--- config.mk ---
export PLATFORM = sky130hd
export DESIGN_NAME = mac_accumulator
export DESIGN_NICKNAME = d
export VERILOG_FILES = /design/src/rtl/mac_accumulator.sv
export SDC_FILE = /design/constraint.sdc
export NUM_CORES = 1
export LEC_CHECK = 0
export CELL_PAD_IN_SITES_DETAIL_PLACEMENT = 1
export CELL_PAD_IN_SITES_GLOBAL_PLACEMENT = 2
export CORE_MARGIN = 10
export CORE_UTILIZATION = 36
export DETAILED_ROUTE_END_ITERATION = 8
export GPL_ROUTABILITY_DRIVEN = 1
export HOLD_SLACK_MARGIN = 0.03
export PLACE_DENSITY_LB_ADDON = 0.1
export SYNTH_ARGS = -nofsm -noshare
export SYNTH_HDL_FRONTEND = slang
export SYNTH_SLANG_ARGS = --single-unit
export TNS_END_PERCENT = 10
--- constraint.sdc ---
create_clock -name CLK -period 3.3 [get_ports CLK]
set_clock_uncertainty 0.2 [all_clocks]
set_input_delay 0.66 -clock CLK [delete_from_list [all_inputs] [get_ports CLK]]
set_output_delay 0.66 -clock CLK [all_outputs]
set_load 0.005 [all_outputs]
--- src/rtl/mac_accumulator.sv ---
// Unsigned 8x8 shift-add multiply (one bit per cycle) followed by accumulation into an ACC_W-bit register.
// Latency: START at edge k -> ACC/OVF updated and DONE pulsed at edge k+9; next START accepted at edge k+10.
// Backpressure: START is only sampled in IDLE; a START while BUSY is dropped, never queued.
module mac_accumulator #(
  parameter int ACC_W = 20
) (
  input  logic             CLK,
  input  logic             R_N,
  input  logic [7:0]       A,
  input  logic [7:0]       B,
  input  logic             START,
  input  logic             CLR,
  output logic [ACC_W-1:0] ACC,
  output logic             BUSY,
  output logic             DONE,
  output logic             OVF
);

  typedef enum logic [1:0] {
    S_IDLE = 2'd0,
    S_MUL  = 2'd1,
    S_ADD  = 2'd2
  } state_t;

  state_t         state;
  state_t         state_nxt;
  logic [15:0]    mcand;
  logic [7:0]     mplier;
  logic [15:0]    prod;
  logic [2:0]     cnt;
  logic [ACC_W:0] sum;

  // State register.
  always_ff @(posedge CLK or negedge R_N) begin
    if (!R_N) state <= S_IDLE;
    else      state <= state_nxt;
  end

  // Next state: MUL always runs all 8 bits, even when the multiplier is already zero.
  always_comb begin
    state_nxt = state;
    case (state)
      S_IDLE:  if (START) state_nxt = S_MUL;
      S_MUL:   if (cnt == 3'd7) state_nxt = S_ADD;
      S_ADD:   state_nxt = S_IDLE;
      default: state_nxt = S_IDLE;
    endcase
  end

  // Carry-extended accumulate sum; the top bit is the overflow carry.
  always_comb begin
    sum = {1'b0, ACC} + {1'b0, ACC_W'(prod)};
  end

  // Shift-add multiplier; operands are captured once at START so later A/B changes are ignored.
  always_ff @(posedge CLK or negedge R_N) begin
    if (!R_N) begin
      mcand  <= '0;
      mplier <= '0;
      prod   <= '0;
      cnt    <= '0;
    end else begin
      case (state)
        S_IDLE: begin
          if (START) begin
            mcand  <= {8'b0, A};
            mplier <= B;
            prod   <= '0;
            cnt    <= '0;
          end
        end
        S_MUL: begin
          if (mplier[0]) prod <= prod + mcand;
          mcand  <= mcand << 1;
          mplier <= mplier >> 1;
          cnt    <= cnt + 3'd1;
        end
        default: ;
      endcase
    end
  end

  // Accumulator, sticky overflow and done pulse. CLR in the ADD cycle loads the product
  // instead of zeroing, so a new dot product can start without losing this term.
  always_ff @(posedge CLK or negedge R_N) begin
    if (!R_N) begin
      ACC  <= '0;
      OVF  <= 1'b0;
      DONE <= 1'b0;
    end else begin
      DONE <= (state == S_ADD);
      if (state == S_ADD) begin
        if (CLR) begin
          ACC <= ACC_W'(prod);
          OVF <= 1'b0;
        end else begin
          ACC <= sum[ACC_W-1:0];
          if (sum[ACC_W]) OVF <= 1'b1;
        end
      end else if (CLR) begin
        ACC <= '0;
        OVF <= 1'b0;
      end
    end
  end

  // Busy is a pure decode of the registered state.
  assign BUSY = (state != S_IDLE);

endmodule
== Yosys cells after proc, flatten, opt, wreduce, memory -nomap -nowiden ==
Index checks and enable logic that the tools add are counted.
Storage, ports and cells
  input port bits: 20
  output and inout port bits: 23
  register bits after elaboration: 67
  word-level logic and storage cells: 45
Operators by class
  reductions and logical operators: 9
  mux-type cells: 19
  $add $sub $neg: 3
  equal/unequal tests: 6
Operators by type and width (number)
  one-hot mux 16 bit (2 select lines): 2
  two-way mux 20 bit: 3
  two-way mux 16 bit: 3
  adder 20 x 16 -> 21 bit: 1
  adder 16 bit: 1
  one-hot mux 8 bit (2 select lines): 1
  two-way mux 8 bit: 1
  nonzero test 2 bit: 4
  != test 2 bit, second input constant: 3
  one-hot mux 3 bit (2 select lines): 1
  AND reduction 2 bit: 3
  two-way mux 1 bit: 4
  two-way mux 2 bit: 2
  one-hot mux 2 bit (2 select lines): 1
  adder 3 x 1 -> 3 bit, second input constant: 1
  equality test 3 bit, second input constant: 1
  two-way mux 3 bit: 1
  AND reduction 3 bit: 1
  equality test 2 x 1 -> 1 bit, second input constant: 1
  equality test 2 bit, second input constant: 1
  logical NOT 2 bit: 1

== Longest topological paths before layout ==
  depth after elaboration: 4
  depth in mapped cells: 10

== Least setup slack after synthesis ==
No wires, ideal clock.
  kind: register to register
  start: register ACC[0]
  end: register ACC[18]
  setup slack: 622 ps
  arrival: 2353 ps
  buffers on the path: 0
  library setup time: 125 ps
  cell stages (with the launch flop): 11
  required time: 2975 ps
  path through: dfrtp_1 -> ha_1 -> inv_1 -> fa_1 -> nand2b_1 -> a21o_1 -> a32oi_4 -> a21oi_2 -> o21ai_2 -> and4bb_1 -> mux2_4
Between the ends
  word-level cells in the longest chain between the ends: 3
Ends and longest elaborated chain
  start, declared: line 13  | output logic [ACC_W-1:0] ACC,
  start signal, assigned: line 94  | ACC <= ACC_W'(prod);
  start signal, assigned: line 97  | ACC <= sum[ACC_W-1:0];
  adder 20 x 16 -> 21 bit: line 52  | sum = {1'b0, ACC} + {1'b0, ACC_W'(prod)};
  two-way mux 20 bit: line 93  | if (CLR) begin
  two-way mux 20 bit: line 92  | if (state == S_ADD) begin
Every way passes these cells.
A chain may end at the register's enable or synchronous reset.

== Worst setup path after layout ==
  start: register prod[0]
  end: register ACC[18]
Between the ends
  word-level cells in the longest chain between the ends: 3
Ends and longest elaborated chain
  start, declared: line 29  | logic [15:0] prod;
  start signal, assigned: line 73  | if (mplier[0]) prod <= prod + mcand;
  adder 20 x 16 -> 21 bit: line 52
  two-way mux 20 bit: line 93
  two-way mux 20 bit: line 92
Every way passes these cells.

==> impl_metrics.yaml <==
placed_design:
  io_buffers: 42
  place_area_um2: 4860
  dp_hpwl_um: 8340
  gp_congestion: 0.806
final_layout:
  fill_cells: 1316
  area_delta_synth_final_pct: 20.2
  antenna-diode-count: 0
  drive_gt1_frac: 0.0703
  layout_common_cells: "67 x dfrtp_1, 53 x nand2_1, 41 x clkdlybuf4s50_1, 39 x a21oi_1, 33 x ha_1"
  design_area_um2: 5140
  num-nets-final: 563
  final_common_cell: "dfrtp_1"
power:
  p_per_area_nw_per_um2: 772
  vdd_ir_drop_max_v: 0.000349
  leakage_nw: 2.29
  power_mw: 3.97
clock_network:
  cts_setup_buffers: 0
  clock_latency_ns: 0.34
  root_buffer: "clkbuf_16"
  cts_buffers: 9
  cts_max_path_buffers: 2
  clk_pin_slew_ns: 0.06
  cts-htree-levels: 3
  cts_resized: 0
  hold_buffers: 0
  tritoncts: "done"
  cts.sinks: 67
yosys:
  synth_edf_count: 0
  synth_ff_type: "dfrtp_1"
  yosysTopAreaCell: "dfrtp_1"
  synthTopCellsByArea: "dfrtp_1 39%, ha_1 9.7%, nand2_1 4.7%"
  yosysTopAreaCellShare: 0.392
  postSynthAreaPerCell_um2: 9.14
  netlist_area_um2: 4280
  async_reset_ff_frac: 1.00
  syn_inst: 468
  synth_seq_cells: 67
  synth_nets: 523
  seq_area_frac_synth: 0.392
  yosysWarnings: 0
  ys_types: 52
timing:
  setup_viol: 0
  max_freq_ghz: 0.343
  maxSlewHeadroom: 0.560
  finalCritPeriodShare: 0.883
  tightest_slew_ns: 0.658
  timing.final.crit_period_ns: 2.91
  hold_viol: 0
  rsz0062_at_grt: "no"
  finalMaxSlewViolations: 0
  finalSetupTns_ns: 0
routing:
  vias_per_cell: 5.42
  firstDrtPassIters: 4
  drt-initial-drc-count: 163
  num_vias: 3547
  routed_wl_um: 10900
  wl_per_cell_um: 16.7
  ant_nets: 0
  drc: 0
critical_path:
  required_ns: 3.32
  criticalPathCategory: "register to register"
  end_kind: "register"
  cp_data_arrival_time_ns: 2.93
  start_kind: "register"
  path_max_fanout: 4
grt:
  grt_max_degree: 46
  top_usage_layer: "met2"
  gr-usage-met2: 0.219
  grtUsageMet1: 0.190
  grt_remaining_overflow: 0
  grt_pass1_wl_um: 19100
  grt_pass1_vias: 3721
  grt_usage: 0.141
  antenna_found_initial: 0
  use_met3: 0.0259
floorplanning:
  die_x_um: 129
  io_pins: 43
  rows: 39
  die-area_um2: 16600
  initial_core_util: 0.371
  die_height_um: 129
  core-area_um2: 11500
min_path:
  min-delay-path-class: "input pin to asynchronous set/reset pin"
run_status:
  status: "completed"
flow_run:
  drv_cap: 0
## cell type report
type                    count  area, um^2  area share
well taps                 143         179      0.0348
multi-input cells         373        2490       0.485
clock buffers              13         270      0.0526
flip-flops and latches     67        1680       0.326
repair buffers             49         480      0.0935
clock inverters             2        10.0     0.00195
inverters                   8        30.0     0.00584
## through the flow
| stage | utilization | hold slack [ns] | std cells | worst slack [ns] |
|---|---|---|---|---|
| after floorplan | - | 0.164 | 468 | 0.622 |
| after global placement | 0.422 | 0.268 | 640 | 0.458 |
| after detailed placement | 0.422 | 0.277 | 640 | 0.389 |
| after CTS | 0.446 | 0.129 | 655 | 0.373 |
| after global routing | 0.446 | 0.151 | 655 | 0.201 |
| final | 0.446 | 0.107 | 655 | 0.387 |
## synth_stat cells, types with 10 or more instances
library cell,number
xnor2_1,10
ha_1,33
xor2_1,14
nand3_1,15
mux2i_1,18
a21oi_1,39
a22o_1,10
dfrtp_1,67
nand2_1,53
clkbuf_1,13
o21ai_1,31
o21ai_0,32
nor2_1,29
## where the power goes
group | internal [mW] | total (mW) | leakage, nW | switching, mW
Sequential | 1.07 | 1.33 | 0.884 | 0.261
Combinational | 0.760 | 1.72 | 1.26 | 0.961
Clock | 0.563 | 0.921 | 0.141 | 0.357
## cell families (layout without fill, tap and decap cells)
| logic type | count (synthesis) | in the layout | synth area share |
|---|---|---|---|
| adders and majority gates | 35 | 35 | 0.106 |
| buffers and inverters | 28 | 72 | 0.0263 |
| and+or+nand+nor | 140 | 140 | 0.155 |
| xor gates and xnor gates | 24 | 24 | 0.0492 |
| muxes | 20 | 20 | 0.0483 |
| DFF | 67 | 67 | 0.392 |
| AOI/OAI and AO/OA | 154 | 154 | 0.223 |
## worst max-delay path, cell delays in order, from the launching register on
cell,delay [ns]
dfrtp_1,0.40
ha_1,0.23
inv_1,0.07
fa_1,0.38
nand2b_1,0.19
a21o_1,0.20
a32oi_4,0.24
a21oi_2,0.13
o21ai_2,0.21
and4bb_1,0.25
mux2_4,0.30
## state kept, by name (all words and copies together), names as in the netlist
register	count
prod	16
ACC	20
mcand	16
DONE	1
OVF	1
cnt	3
state	2
mplier	8
## per-layer routing
metal | part of all wire | vias to the layer above
li1 | - | 1778
met3 | 0.028 | 17
met4 | 0.017 | 0
met1 | 0.51 | 1708
met2 | 0.45 | 44
met5 | 0 | -
## path summary, 6_finish.rpt
path | startpoint | to | slack, ns | depth (start not counted)
max | prod[0]$_DFFE_PN0P_ | ACC[18]$_DFFE_PN0P_ | 0.39 | 10
max in group asynchronous | R_N | mcand[6]$_DFFE_PN0P_ | 2.14 | 2
min reg2reg | mplier[4]$_DFFE_PN0P_ | mplier[4]$_DFFE_PN0P_ | 0.28 | 2
min | R_N | ACC[4]$_DFFE_PN0P_ | 0.11 | 1
min in group CLK | mplier[4]$_DFFE_PN0P_ | mplier[4]$_DFFE_PN0P_ | 0.28 | 2
max reg2reg | prod[0]$_DFFE_PN0P_ | ACC[18]$_DFFE_PN0P_ | 0.39 | 10
Note: power is estimated with default switching activity, not from simulation.
